`src/rtl/vx_fetch_multi.sv`:
```
// rtl/vx_fetch_multi.sv - multi-outstanding instruction fetch unit between scheduler and icache
module vx_fetch_multi #(
  parameter int NUM_WARPS   = 4,
  parameter int NUM_THREADS = 4,
  parameter int PC_BITS     = 30,
  parameter int ADDR_WIDTH  = 30,
  parameter int DATA_WIDTH  = 32,
  parameter int UUID_WIDTH  = 1,
  parameter int MAX_PENDING = 2,
  localparam int NW_BITS    = (NUM_WARPS > 1) ? $clog2(NUM_WARPS) : 1,
  localparam int SLOT_BITS  = (MAX_PENDING > 1) ? $clog2(MAX_PENDING) : 1,
  localparam int TAG_WIDTH  = UUID_WIDTH + SLOT_BITS + NW_BITS
) (
  input  logic                   clk,
  input  logic                   reset,
  input  logic                   sched_valid,
  output logic                   sched_ready,
  input  logic [NW_BITS-1:0]     sched_wid,
  input  logic [PC_BITS-1:0]     sched_PC,
  input  logic [NUM_THREADS-1:0] sched_tmask,
  input  logic [UUID_WIDTH-1:0]  sched_uuid,
  input  logic                   flush_valid,
  input  logic [NW_BITS-1:0]     flush_wid,
  output logic                   icache_req_valid,
  input  logic                   icache_req_ready,
  output logic [ADDR_WIDTH-1:0]  icache_req_addr,
  output logic [TAG_WIDTH-1:0]   icache_req_tag,
  input  logic                   icache_rsp_valid,
  output logic                   icache_rsp_ready,
  input  logic [DATA_WIDTH-1:0]  icache_rsp_data,
  input  logic [TAG_WIDTH-1:0]   icache_rsp_tag,
  output logic                   fetch_valid,
  input  logic                   fetch_ready,
  output logic [NW_BITS-1:0]     fetch_wid,
  output logic [PC_BITS-1:0]     fetch_PC,
  output logic [NUM_THREADS-1:0] fetch_tmask,
  output logic [DATA_WIDTH-1:0]  fetch_instr,
  output logic [UUID_WIDTH-1:0]  fetch_uuid,
  output logic [NUM_WARPS-1:0]   warp_idle
);

  localparam int CNT_BITS    = $clog2(MAX_PENDING + 1);
  localparam int STORE_DEPTH = 1 << (NW_BITS + SLOT_BITS);
  localparam int ENT_W       = PC_BITS + NUM_THREADS;
  localparam int REQ_W       = ADDR_WIDTH + TAG_WIDTH;
  localparam logic [SLOT_BITS-1:0] LAST_SLOT = SLOT_BITS'(MAX_PENDING - 1);
  localparam logic [CNT_BITS-1:0]  MAX_CNT   = CNT_BITS'(MAX_PENDING);
  localparam logic [CNT_BITS-1:0]  CNT_ONE   = CNT_BITS'(1);

  // per-warp credit / pointer / discard state
  logic [CNT_BITS-1:0]  count   [NUM_WARPS];
  logic [CNT_BITS-1:0]  count_n [NUM_WARPS];
  logic [CNT_BITS-1:0]  stale   [NUM_WARPS];
  logic [SLOT_BITS-1:0] wr_ptr  [NUM_WARPS];
  logic [SLOT_BITS-1:0] rd_ptr  [NUM_WARPS];

  // PC/tmask of every in-flight request, indexed {wid, slot}
  logic [ENT_W-1:0] store [STORE_DEPTH];

  // two-entry request skid buffer, entry 0 is the head
  logic [REQ_W-1:0] buf_q [2];
  logic [1:0]       buf_cnt;
  logic             buf_full;
  logic             req_pop;
  logic [REQ_W-1:0] req_data;

  logic                  sched_fire;
  logic                  rsp_fire;
  logic                  rsp_stale;
  logic [NW_BITS-1:0]    rsp_wid;
  logic [SLOT_BITS-1:0]  rsp_slot;
  logic [UUID_WIDTH-1:0] rsp_uuid;

  function automatic logic [SLOT_BITS-1:0] slot_inc(input logic [SLOT_BITS-1:0] s);
    return (s == LAST_SLOT) ? '0 : s + SLOT_BITS'(1);
  endfunction

  assign rsp_wid  = icache_rsp_tag[NW_BITS-1:0];
  assign rsp_slot = icache_rsp_tag[NW_BITS +: SLOT_BITS];
  assign rsp_uuid = icache_rsp_tag[TAG_WIDTH-1 -: UUID_WIDTH];

  assign buf_full         = (buf_cnt == 2'd2);
  assign icache_req_valid = (buf_cnt != 2'd0);
  assign {icache_req_addr, icache_req_tag} = buf_q[0];
  assign req_pop          = icache_req_valid && icache_req_ready;
  assign req_data         = {sched_PC[ADDR_WIDTH-1:0], sched_uuid, wr_ptr[sched_wid], sched_wid};

  assign sched_ready = (count[sched_wid] < MAX_CNT) && !buf_full &&
                       !(flush_valid && (flush_wid == sched_wid));
  assign sched_fire  = sched_valid && sched_ready;

  // responses to flushed requests are swallowed without bothering the ibuffer
  assign rsp_stale        = (stale[rsp_wid] != '0);
  assign fetch_valid      = icache_rsp_valid && !rsp_stale;
  assign icache_rsp_ready = rsp_stale ? 1'b1 : fetch_ready;
  assign rsp_fire         = icache_rsp_valid && icache_rsp_ready;

  assign {fetch_PC, fetch_tmask} = store[{rsp_wid, rsp_slot}];
  assign fetch_wid   = rsp_wid;
  assign fetch_instr = icache_rsp_data;
  assign fetch_uuid  = rsp_uuid;

  // next credit count per warp after this cycle's accept and retire
  always_comb begin
    for (int w = 0; w < NUM_WARPS; w++) begin
      count_n[w] = count[w];
      if (sched_fire && (sched_wid == NW_BITS'(w))) count_n[w] = count_n[w] + CNT_ONE;
      if (rsp_fire && (rsp_wid == NW_BITS'(w)))     count_n[w] = count_n[w] - CNT_ONE;
      warp_idle[w] = (count[w] == '0);
    end
  end

  // per-warp credit, pointer and stale-count registers
  always_ff @(posedge clk) begin
    if (reset) begin
      for (int w = 0; w < NUM_WARPS; w++) begin
        count[w]  <= '0;
        stale[w]  <= '0;
        wr_ptr[w] <= '0;
        rd_ptr[w] <= '0;
      end
    end else begin
      for (int w = 0; w < NUM_WARPS; w++) begin
        count[w] <= count_n[w];
        if (sched_fire && (sched_wid == NW_BITS'(w))) wr_ptr[w] <= slot_inc(wr_ptr[w]);
        if (rsp_fire && (rsp_wid == NW_BITS'(w)))     rd_ptr[w] <= slot_inc(rd_ptr[w]);
        if (flush_valid && (flush_wid == NW_BITS'(w)))
          stale[w] <= count_n[w];
        else if (rsp_fire && (rsp_wid == NW_BITS'(w)) && (stale[w] != '0))
          stale[w] <= stale[w] - CNT_ONE;
      end
    end
  end

  // capture PC/tmask of each accepted request into its slot
  always_ff @(posedge clk) begin
    if (sched_fire) store[{sched_wid, wr_ptr[sched_wid]}] <= {sched_PC, sched_tmask};
  end

  // skid buffer: push on accept, pop on icache handshake
  always_ff @(posedge clk) begin
    if (reset) begin
      buf_cnt <= 2'd0;
    end else begin
      case ({sched_fire, req_pop})
        2'b10: begin
          if (buf_cnt == 2'd0) buf_q[0] <= req_data;
          else                 buf_q[1] <= req_data;
          buf_cnt <= buf_cnt + 2'd1;
        end
        2'b01: begin
          buf_q[0] <= buf_q[1];
          buf_cnt  <= buf_cnt - 2'd1;
        end
        2'b11: begin
          if (buf_cnt == 2'd1) begin
            buf_q[0] <= req_data;
          end else begin
            buf_q[0] <= buf_q[1];
            buf_q[1] <= req_data;
          end
        end
        default: ;
      endcase
    end
  end

  // the icache must answer each warp in request order
  always_ff @(posedge clk) begin
    if (!reset && icache_rsp_valid) assert (rsp_slot == rd_ptr[rsp_wid]);
  end

endmodule

```
`config.mk`:
```
export PLATFORM = sky130hd
export DESIGN_NAME = vx_fetch_multi
export DESIGN_NICKNAME = d
export VERILOG_FILES = /design/src/rtl/vx_fetch_multi.sv
export SDC_FILE = /design/constraint.sdc
export NUM_CORES = 1
export LEC_CHECK = 0
export BUFFER_PORTS_ARGS = -buffer_cell sky130_fd_sc_hd__buf_2
export CORE_MARGIN = 1
export CORE_UTILIZATION = 35
export CTS_CLUSTER_SIZE = 14
export DETAILED_ROUTE_END_ITERATION = 10
export HOLD_SLACK_MARGIN = 0.08
export REMOVE_ABC_BUFFERS = 1
export SYNTH_ARGS = -nofsm -noshare
export SYNTH_HDL_FRONTEND = slang
export SYNTH_SLANG_ARGS = --single-unit
```
`constraint.sdc`:
```
create_clock -name clk -period 7.49 [get_ports clk]
set_clock_uncertainty 0.15 [all_clocks]
set_input_delay 1.498 -clock clk [delete_from_list [all_inputs] [get_ports clk]]
set_output_delay 1.498 -clock clk [all_outputs]
set_load 0.01 [all_outputs]
```
### Yosys cells after proc, flatten, opt, wreduce, memory -nomap -nowiden

Memory sizes are Yosys's and may differ from the RTL's.
Index checks and enable logic that the tools add are counted.

| storage, ports and cells | value |
|---|---|
| output and inout bits | 111 |
| input bits | 82 |
| memories kept | 5 |
| RAM bits | 360 |
| bits in registers | 2 |

Memories:

| name | words | bits a word | rd ports | clocked after Yosys merged registers in | write ports | line | source |
|---|---|---|---|---|---|---|---|
| store | 8 | 34 | 1 | 0 | 1 | 58 | `logic [ENT_W-1:0] store [STORE_DEPTH];` |
| buf_q | 2 | 34 | 2 | 0 | 2 | 61 | `logic [REQ_W-1:0] buf_q [2];` |
| count | 4 | 2 | 5 | 0 | 4 | 51 | `logic [CNT_BITS-1:0] count [NUM_WARPS];` |
| stale | 4 | 2 | 5 | 0 | 4 | 53 | `logic [CNT_BITS-1:0] stale [NUM_WARPS];` |
| wr_ptr | 4 | 1 | 5 | 0 | 4 | 54 | `logic [SLOT_BITS-1:0] wr_ptr [NUM_WARPS];` |

| operators by class | value |
|---|---|
| multiplexer cells | 98 |
| bitwise logic cells | 20 |
| reductions and logical operators | 41 |
| eq/ne operators | 15 |
| $lt $le $gt $ge | 1 |
| add/subtract/negate cells | 18 |

Operators with widths:

| cell | count |
|---|---|
| 34-bit 2-to-1 mux | 4 |
| 1-bit 2-to-1 mux | 73 |
| 2-bit 2-to-1 mux | 20 |
| 1-bit logical AND | 23 |
| 1-bit OR | 20 |
| 2-bit equality test, second input constant | 9 |
| 2-bit by 1-bit subtractor with 2-bit output, second input constant | 9 |
| 2-bit logical NOT | 8 |
| 2-bit nonzero test | 7 |
| 2-bit by 1-bit adder with 2-bit output, second input constant | 5 |
| 2-bit by 1-bit equality test with 1-bit output, second input constant | 5 |
| 1-bit adder, second input constant | 4 |
| 2-bit one-hot mux with 2 select lines | 1 |
| 1-bit logical NOT | 3 |
| 2-bit equality test | 1 |
| 2-bit less-than comparator, second input constant | 1 |

### Logic depth before layout (Yosys ltp)

Gate-level depths: netlist (run 1).

| depth | value |
|---|---|
| depth in word-level cells | 12 |
| gate-level depth with buffers | 11 |
| depth with buffers taken out | 10 |

### Worst setup path after synthesis (run 1)

Ideal clock, no wire load.

| path | value |
|---|---|
| path type | input to register |
| from | input sched_wid[1] |
| to | memory buf_q[0][34] (netlist bit) (enable) |
| stages on the path | 8 |
| path buffers | 1 |
| required time | 6.904 ns |
| arrival | 4.896 ns |
| slack | 2.008 ns |
| library setup time | 0.436 ns |
| cell sequence | clkbuf_1 -> mux4_2 -> a311oi_1 -> nand2_1 -> ha_1 -> nor2_1 -> nand3_1 -> a21oi_1 |

RTL lines:

| item | line | source |
|---|---|---|
| start: declaration | 18 | `input logic [NW_BITS-1:0] sched_wid,` |
| end: declaration | 61 |  |

### Final worst setup path (run 1)

| path | value |
|---|---|
| from | input icache_rsp_tag[2] |
| to | output fetch_tmask[3] |

| between the ends | value |
|---|---|
| cells in the longest elaborated chain, start to end | 1 |

RTL lines:

| item | line | source |
|---|---|---|
| start: declaration | 31 | `input logic [TAG_WIDTH-1:0] icache_rsp_tag,` |
| memory read 8 x 34 bit | -- |  |
| end: declaration | 36 | `output logic [NUM_THREADS-1:0] fetch_tmask,` |

Every way passes these cells.

==> results.sh, run 1 <==
export IMPL_async_flop_share_pct=0
export IMPL_avgViaCountPerCell=5.046
export IMPL_antenna_found_initial=1
export IMPL_grt_pass1_wl_um=49450
export IMPL_dp_cells=1375
export IMPL_clk_latency_ps=550
export IMPL_track_usage_pct=15.34
export IMPL_wirelength_um=32880
export IMPL_drc=0
export IMPL_endpoint_kind="output pin"
export IMPL_top_usage_layer="met2"
export IMPL_worstMarginPinSlew_ps=1014
export IMPL_cts_sinks=362
export IMPL_syn_inst=797
export IMPL_grt_util_met1_pct=21.18
export IMPL_rows=75
export IMPL_pin_count=193
export IMPL_maxCapViolations=0
export IMPL_period_minus_slack_ps=5324
export IMPL_firstDrtPassIters=4
export IMPL_hpwl_um=19130
export IMPL_synth_edff_count=352
export IMPL_ys_flop_type="edfxtp_1"
export IMPL_cp_arrival_ps=3680
export IMPL_crit_chain="buf_4 > buf_4 > mux4_2 > mux2_2 > buf_2"
export IMPL_hold_buffers=0
export IMPL_start_util_pct=35.70
export IMPL_dieArea_um2=43910
export IMPL_syn2layout_area_growth_pct=14.12
export IMPL_layout_nets=974
export IMPL_drt_initial_drc_count=487
export IMPL_cts_root_buffer="clkbuf_16"
export IMPL_cp_max_fo=49
export IMPL_cts_tree="yes"
export IMPL_grt_use_met3_pct=4.579
export IMPL_gp_congestion=0.7600
export IMPL_power_density_nw_per_um2=283.6
export IMPL_crit_buf_inv=3
export IMPL_min_path_type="flip-flop to flip-flop"
export IMPL_syn_area_um2=15080
export IMPL_setup_violations=0
export IMPL_postCtsSetupRepairBufs=0
export IMPL_cp_top_family="buffers and inverters"
export IMPL_io_buffers=126
export IMPL_die_y_um=209.6
export IMPL_rsz0062_at_grt="no"
export IMPL_fillers=3779
export IMPL_cts_resized=0
export IMPL_fin_crit_sh_pct=71.08
export IMPL_synth_warnings=0
export IMPL_routedWlPerCell_um=22.69
export IMPL_fp_dieW_um=209.6
export IMPL_fmax_mhz=187.8
export IMPL_hold_viol_final=0
export IMPL_slowest_delay_ps=750
export IMPL_crit_type="input pin to output pin"
export IMPL_crit_slowest_cell="buf_4"
export IMPL_slew_headroom_pct=32.42
export IMPL_cts_max_level=2
export IMPL_crit_path_start_kind="input pin"
export IMPL_crit_top_cell="buf_4"
export IMPL_total_power_mw=4.880
export IMPL_p_leak_nw=5.687
export IMPL_status="complete, no violations"
export IMPL_core_area_um2=42230
export IMPL_grt_pass1_vias=7746
export IMPL_gr_total_overflow=0
export IMPL_layout_drive_gt1_share_pct=39.05
export IMPL_ant_nets=0
export IMPL_ys_ff_latch=362
export IMPL_syn_avg_cell_area_um2=18.92
export IMPL_vias=7311
export IMPL_vdd_drop_max_mv=0.1550
export IMPL_grt_max_degree=50
export IMPL_numCtsBuffers=40
export IMPL_worst_ep_required_time_ps=5840
export IMPL_use_met2_pct=23.70
export IMPL_instances_no_fill=1449
export IMPL_ys_seq_area_share_pct=71.44
export IMPL_clockBufferDepth=3
export IMPL_clk_pin_slew_ps=50
export IMPL_slew_viol_final=0
export IMPL_yosysUniqueCellTypes=53
export IMPL_tns_ps=0
[state kept, by name, summed over array words and instances (netlist names)]
register and count:
count 8, stale 8, buf_cnt 2, store 272, buf_q 68, wr_ptr 4
[Yosys cell counts, types with 6 or more instances]
master,count,share of area [%]
nand3_1,8,0.27
mux4_2,71,11
mux2_2,68,5.1
ha_1,14,1.2
nor3_1,9,0.30
xnor2_1,10,0.58
nor2_1,26,0.65
dfxtp_1,10,1.3
buf_4,69,3.4
a21oi_1,6,0.20
buf_2,7,0.23
clkbuf_1,20,0.50
inv_1,26,0.65
nand2_1,13,0.32
edfxtp_1,352,70
o21ai_0,6,0.20
[worst reg2reg max path: stages, from the launching register on]
cell and delay, ps:
dfxtp_1 360, mux4_2 470, a311oi_1 300, nand2_1 130, inv_1 100, ha_1 190
nand2b_1 150, a21oi_4 810, buf_4 410, mux2_2 390
[routing by layer]
| metal | vias to the layer above | share of wire [%] |
|---|---|---|
| met4 | 2 | 1.4 |
| met3 | 42 | 6.5 |
| li1 | 3269 | - |
| met1 | 3778 | 46 |
| met2 | 220 | 46 |
| met5 | - | 0.070 |
[metrics by stage]
step,setup WS [ps],hold slack [ps],utilization [%],area (um^2)
final,2166,375.6,40.74,17210
after global routing,1946,404.1,40.74,17200
after CTS,2072,377.9,40.74,17200
after detailed placement,2079,366.9,37.71,15920
after global placement,2082,359.0,37.71,15920
after floorplan,2062,325.0,-,14400
[final cells by class]
type / instances / area [um^2] / share of cell area, %
flip-flops and latches: 362 / 10770 / 62.60
multi-input cells: 306 / 3626 / 21.07
clock buffers: 55 / 1067 / 6.203
repair buffers: 142 / 755.7 / 4.392
well taps: 539 / 674.4 / 3.920
clock inverters: 18 / 211.5 / 1.229
inverters: 26 / 97.59 / 0.5672
diodes: 1 / 2.502 / 0.01454
[power by group]
| group | switching [mW] | leakage [nW] | internal, mW |
|---|---|---|---|
| sequential | 0.0419 | 3.29 | 2.39 |
| combinational | 0.334 | 1.78 | 0.216 |
| clock | 0.788 | 0.608 | 1.11 |
| total | 1.16 | 5.69 | 3.72 |
[cells by family after synthesis]
group	synth area share (%)
xor gates and xnor gates	0.8050
and+or+nand+nor	3.236
DFF	71.44
adders and majority gates	1.162
muxes	15.95
buffers and inverters	5.137
AOI/OAI and AO/OA	2.274
[final timing paths]
| path | depth (start not counted) | to | start | slack (ps) |
|---|---|---|---|---|
| worst min-delay path | 2 | buf_cnt[1] | buf_cnt[1] | 380 |
| worst max register to register | 9 | buf_q[0][18] | count[0][1] | 3800 |
| worst min register to register | 2 | buf_cnt[1] | buf_cnt[1] | 380 |
| worst max-delay path | 5 | fetch_tmask[3] | icache_rsp_tag[2] | 2170 |
[cell usage in the layout, fill, tap and decap left out, types with 9 or more instances in the layout]
| cell type | instances |
|---|---|
| clkbuf_16 | 40 |
| xnor2_1 | 10 |
| edfxtp_1 | 352 |
| nor3_1 | 9 |
| dfxtp_1 | 10 |
| buf_4 | 18 |
| inv_1 | 26 |
| clkbuf_1 | 14 |
| nand2_1 | 13 |
| buf_2 | 124 |
| mux4_2 | 71 |
| mux2_2 | 68 |
| nor2_1 | 18 |
| ha_1 | 14 |
Power figures use the tool's default switching activity.
==> run 2, diff against run 1 <==
- clock period: 7.49 -> 4.4 ns (I/O delays scaled with it)
==> run 2 against run 1 <==
Flip-flop and latch count stayed put. Power is 66% higher. Cell count is 0.28% lower. Sequential share of layout area rose by 0.096 points. Register-to-register slack lost 2400 ps. Global-route usage down 0.30 points. Setup slack got worse by 1300 ps. Sequential power increased by 71%. First-iteration DRC count up 24%. Worst hold slack worse by 3.1 ps. Die area did not move.
==> results.sh, run 2 (synthesis results as in run 1) <==
export IMPL_dieArea_um2=43910
export IMPL_cts_tree="yes"
export IMPL_worst_ep_required_time_ps=3370
export IMPL_status="complete, no violations"
export IMPL_cp_depth=5
export IMPL_fillers=3819
export IMPL_cts_resized=0
export IMPL_crit_path_start_kind="input pin"
export IMPL_rsz0062_at_grt="no"
export IMPL_p_seq_share_pct=51.3
export IMPL_cp_arrival_ps=2540
export IMPL_cts_sinks=362
export IMPL_crit_chain="buf_4 > buf_12 > mux4_2 > mux2_2 > buf_2"
export IMPL_vdd_drop_max_mv=0.2601
export IMPL_setup_violations=0
export IMPL_layout_drive_gt1_share_pct=39.34
export IMPL_core_area_um2=42230
export IMPL_crit_buf_inv=3
export IMPL_period_minus_slack_ps=3574
export IMPL_tns_ps=0
export IMPL_fin_crit_sh_pct=81.22
export IMPL_antenna_found_initial=3
export IMPL_avgViaCountPerCell=5.088
export IMPL_io_buffers=126
export IMPL_firstDrtPassIters=5
export IMPL_slew_viol_final=0
export IMPL_hold_slack_ps=372.5
export IMPL_p_leak_nw=5.679
export IMPL_final_common_cell="edfxtp_1"
export IMPL_gp_congestion=0.7626
export IMPL_cp_max_fo=41
export IMPL_grt_pass1_wl_um=49290
export IMPL_syn2layout_area_growth_pct=13.94
export IMPL_layout_common_cells="352 x edfxtp_1, 124 x buf_2, 71 x mux4_2"
export IMPL_routedWlPerCell_um=22.70
export IMPL_start_util_pct=35.70
export IMPL_cts_root_buffer="clkbuf_16"
export IMPL_hold_buffers=0
export IMPL_drc=0
export IMPL_pin_count=193
export IMPL_p_clk_share_pct=37.1
export IMPL_cp_top_family="buffers and inverters"
export IMPL_numCtsBuffers=38
export IMPL_crit_slowest_cell="buf_4"
export IMPL_endpoint_kind="output pin"
export IMPL_p_switching_mw=1.930
export IMPL_p_int_mw=6.163
export IMPL_vias=7352
export IMPL_rr_worst_depth=6
export IMPL_postCtsSetupRepairBufs=0
export IMPL_hold_viol_final=0
export IMPL_clk_latency_ps=520
export IMPL_die_y_um=209.6
export IMPL_sw_frac_of_total_pct=23.85
export IMPL_slowest_delay_ps=500
export IMPL_hpwl_um=19800
export IMPL_grt_pass1_vias=7630
export IMPL_ant_nets=0
export IMPL_holdPathStages=2
export IMPL_worstMarginPinSlew_ps=674.0
export IMPL_pwr_share_comb_pct=11.7
export IMPL_crit_type="input pin to output pin"
export IMPL_multiInputGateArea_um2=3626
export IMPL_cts_max_level=2
export IMPL_grt_max_degree=42
export IMPL_slew_headroom_pct=55.07
export IMPL_maxCapViolations=0
export IMPL_layout_nets=974
export IMPL_rows=75
export IMPL_min_path_type="flip-flop to flip-flop"
export IMPL_seq_area_um2=10770
export IMPL_track_usage_pct=15.05
export IMPL_clk_pin_slew_ps=60
export IMPL_fmax_mhz=279.8
export IMPL_gr_total_overflow=0
export IMPL_largest_reg_flops=272
export IMPL_power_density_nw_per_um2=471.1
export IMPL_fp_dieW_um=209.6
export IMPL_clockBufferDepth=3
export IMPL_wirelength_um=32800
export IMPL_drt_initial_drc_count=604
run 2: worst reg2reg max path, delay by kind of cell (launching register included):
kind / cells / cell delay (ps)
simple gates: 3 / 1610
flops: 1 / 360
buf+inv: 2 / 350
fa+ha+maj: 1 / 250
run 2: metrics by stage:
stage / util, % / setup slack (ps) / area, um^2 / cells / power (mW)
after floorplan: - / -409.9 / 14400 / 694 / 4.713
after global placement: 37.95 / 724.0 / 16030 / 1377 / 5.177
after detailed placement: 37.95 / 697.2 / 16030 / 1377 / 5.191
after CTS: 40.68 / 791.5 / 17180 / 1444 / 8.208
after global routing: 40.68 / 724.1 / 17180 / 1444 / 8.422
final: 40.68 / 826.4 / 17180 / 1445 / 8.093
run 2: worst paths after layout:
check | end | startpoint | slack, ps
worst max-delay path | fetch_PC[4] | icache_rsp_tag[1] | 830
worst min-delay path | buf_cnt[1] | buf_cnt[1] | 370
worst max register to register | store[0][4] | buf_cnt[0] | 1350
worst min register to register | buf_cnt[1] | buf_cnt[1] | 370
run 2: area by class of cell:
type                            instances  area share (%)
Sequential cell                       362           62.69
Multi-Input combinational cell        306           21.11
Clock buffer                           47           5.732
Timing Repair Buffer                  144           4.996
Tap cell                              539           3.926
Clock inverter                         20          0.9614
Inverter                               26          0.5681
Antenna cell                            1         0.01457
run 2: power by group through the flow:
stage | clock network [mW] | logic, mW | registers (mW)
final | 3.00 | 0.945 | 4.15
after global routing | 3.22 | 1.03 | 4.17
after CTS | 3.08 | 0.970 | 4.15
after detailed placement | 0 | 0.966 | 4.22
after global placement | 0 | 0.957 | 4.22
after floorplan | 0 | 0.482 | 4.23
run 2: layer usage:
metal | share of wire [%] | global-route usage [%] | vias to the layer above
met5 | 0.082 | 0.3337 | -
met4 | 1.4 | 3.272 | 4
met3 | 6.3 | 3.890 | 37
met2 | 46 | 22.62 | 221
met1 | 47 | 21.95 | 3819
li1 | - | - | 3271
==> run 3, diff against run 2 <==
- ABC_AREA: default -> 1
- clock period: 4.4 -> 2.9 ns (I/O delays scaled with it)
==> run 3 against run 2 <==
Sequential share of layout area is 2.5 points lower. Sequential power up 51%. Power increased by 59%. Clock-buffer cell count rose by 1. Setup slack worse by 700 ps. Critical path depth is 2 higher.
==> results.sh, run 3 <==
export IMPL_worstMarginPinSlew_ps=775.5
export IMPL_gp_congestion=0.8304
export IMPL_firstDrtPassIters=5
export IMPL_synth_top_area_share_pct=69.74
export IMPL_yosys_top_cells_area="edfxtp_1 70%, nor2_1 6.4%, o21ai_0 4.6%, buf_4 3.5%, mux2_2 2.4%"
export IMPL_crit_path_start_kind="input pin"
export IMPL_largest_reg_flops=272
export IMPL_crit_chain="buf_2 > nand2_1 > inv_2 > buf_12 > o21ai_0 > o2111ai_1 > buf_2"
export IMPL_postLayoutCoreUtil_pct=42.25
export IMPL_routedWlPerCell_um=19.57
export IMPL_cp_arrival_ps=2040
export IMPL_synthTopCellsByCount="352 x edfxtp_1, 260 x nor2_1, 139 x o21ai_0"
export IMPL_layout_nets=1399
export IMPL_place_ws_ps=-120.4
export IMPL_syn_avg_cell_area_um2=12.77
export IMPL_crit_buf_inv=4
export IMPL_synth_edff_count=352
export IMPL_hold_viol_final=0
export IMPL_fillers=3916
export IMPL_cp_max_fo=13
export IMPL_vias=9345
export IMPL_drc=0
export IMPL_avgViaCountPerCell=4.898
export IMPL_rows=75
export IMPL_cts_root_buffer="clkbuf_16"
export IMPL_async_flop_share_pct=0
export IMPL_yosysUniqueCellTypes=35
export IMPL_slowest_delay_ps=420
export IMPL_power_density_nw_per_um2=719.2
export IMPL_cts_tree="yes"
export IMPL_wirelength_um=37340
export IMPL_grt_pass1_vias=9342
export IMPL_antenna_found_initial=3
export IMPL_ys_flop_type="edfxtp_1"
export IMPL_worst_ep_required_time_ps=2170
export IMPL_track_usage_pct=16.99
export IMPL_total_power_mw=12.86
export IMPL_pin_count=193
export IMPL_cp_top_family="buffers and inverters"
export IMPL_min_path_type="input pin to flip-flop"
export IMPL_ys_ff_latch=362
export IMPL_syn_area_um2=15160
export IMPL_seq_area_um2=10770
export IMPL_clockBufferDepth=3
export IMPL_endpoint_kind="output pin"
export IMPL_clk_latency_ps=540
export IMPL_hold_slack_ps=178.4
export IMPL_ant_nets=0
export IMPL_start_util_pct=35.81
export IMPL_fin_crit_sh_pct=95.57
export IMPL_grt_max_degree=73
export IMPL_fp_dieW_um=210.1
export IMPL_crit_slowest_cell="o2111ai_1"
export IMPL_postCtsSetupRepairBufs=0
export IMPL_multiInputGateArea_um2=3533
export IMPL_ys_seq_area_share_pct=71.06
export IMPL_status="complete, no violations"
export IMPL_yosysMostFrequentCell="edfxtp_1"
export IMPL_p_leak_nw=6.431
export IMPL_rsz0062_at_grt="no"
export IMPL_slew_viol_final=0
export IMPL_syn2layout_area_growth_pct=17.97
export IMPL_yosysTopAreaCell="edfxtp_1"
export IMPL_cts_max_level=2
export IMPL_layout_drive_gt1_share_pct=24.60
export IMPL_min_from="sched_tmask[2]"
export IMPL_hpwl_um=23260
export IMPL_crit_type="input pin to output pin"
export IMPL_slew_headroom_pct=48.18
export IMPL_vdd_drop_max_mv=0.3418
export IMPL_setup_violations=0
export IMPL_period_minus_slack_ps=2772
export IMPL_core_area_um2=42320
export IMPL_syn_inst=1187
export IMPL_crit_top_cell="buf_2"
export IMPL_clk_pin_slew_ps=60
export IMPL_dieArea_um2=44140
export IMPL_layout_common_cells="352 x edfxtp_1, 252 x nor2_1, 138 x o21ai_0"
export IMPL_die_y_um=210.1
export IMPL_numCtsBuffers=39
export IMPL_maxCapViolations=0
export IMPL_gr_total_overflow=0
export IMPL_drt_initial_drc_count=612
export IMPL_fmax_mhz=360.8
export IMPL_final_common_cell="edfxtp_1"
export IMPL_synth_warnings=0
export IMPL_worstReg2RegStart="buf_cnt[0]"
export IMPL_fin_ws_ps=128.4
export IMPL_grt_pass1_wl_um=56700
export IMPL_crit_start="icache_rsp_tag[0]"
export IMPL_cts_sinks=362
export IMPL_io_buffers=126
==> run 3: cell types whose count changed after synthesis, sizes merged, moves of 17 or more <==
cell	previous run	this run
mux4	71	0
mux2	68	32
o2111ai	0	34
inv	26	51
o21ai	7	140
nand3	8	25
clkbuf	20	40
nand2	13	87
nor2	26	269
==> run 3: power breakdown <==
group	leakage, nW	switching, mW	internal, mW
clock network	0.607	2.02	2.85
logic	2.53	1.07	0.627
registers	3.30	0.116	6.17
==> run 3: final cells by class <==
type	instances	share of cell area, %
clock buffer	48	5.647
antenna	2	0.02799
tap	577	4.038
sequential	362	60.24
inverter	53	1.127
multi-input combinational	652	19.76
timing repair buffer	195	7.852
clock inverter	19	1.309
==> run 3: repair_timing <==
item	CTS	global route
setup endpoints to repair	0	32
resized for setup	0	1
endpoints found under the hold margin	1	0
hold buffers	1	0
==> run 3: cells by family (layout without fill, tap and decap cells) <==
| group | after synthesis | in the layout | synth area share, % |
|---|---|---|---|
| AOI/OAI and AO/OA | 190 | 190 | 7.174 |
| xor gates and xnor gates | 1 | 1 | 0.05780 |
| adders and majority gates | 14 | 14 | 1.156 |
| buffers and inverters | 173 | 315 | 6.142 |
| DFF | 362 | 362 | 71.06 |
| muxes | 32 | 32 | 2.378 |
| other | 0 | 2 | 0 |
| and+or+nand+nor | 415 | 415 | 12.03 |
==> run 3: path summary, 6_finish.rpt <==
| check | endpoint | slack, ps | cells past startpoint |
|---|---|---|---|
| worst max-delay path | fetch_PC[3] | 130 | 7 |
| worst min-delay path | store[0][2] | 180 | 1 |
| worst max register to register | buf_q[0][29] | 250 | 12 |
| worst min register to register | buf_q[0][16] | 390 | 1 |
==> run 3: per-layer routing <==
layer | routed length (um) | track usage, % | share of wire [%] | up-vias
li1 | - | - | - | 4414
met1 | 16930 | 23.34 | 45 | 4579
met2 | 16960 | 26.62 | 45 | 311
met3 | 2957 | 4.917 | 7.9 | 37
met4 | 444 | 3.574 | 1.2 | 4
met5 | 46 | 1.112 | 0.12 | -
==> run 3: through the flow <==
step / setup TNS, ps / cells / area, um^2
final: 0 / 1908 / 17880
after detailed placement: -2987 / 1838 / 16620
after CTS: 0 / 1906 / 17870
after floorplan: -148940 / 1067 / 14420
after global placement: -1554 / 1838 / 16620
after global routing: 0 / 1906 / 17870
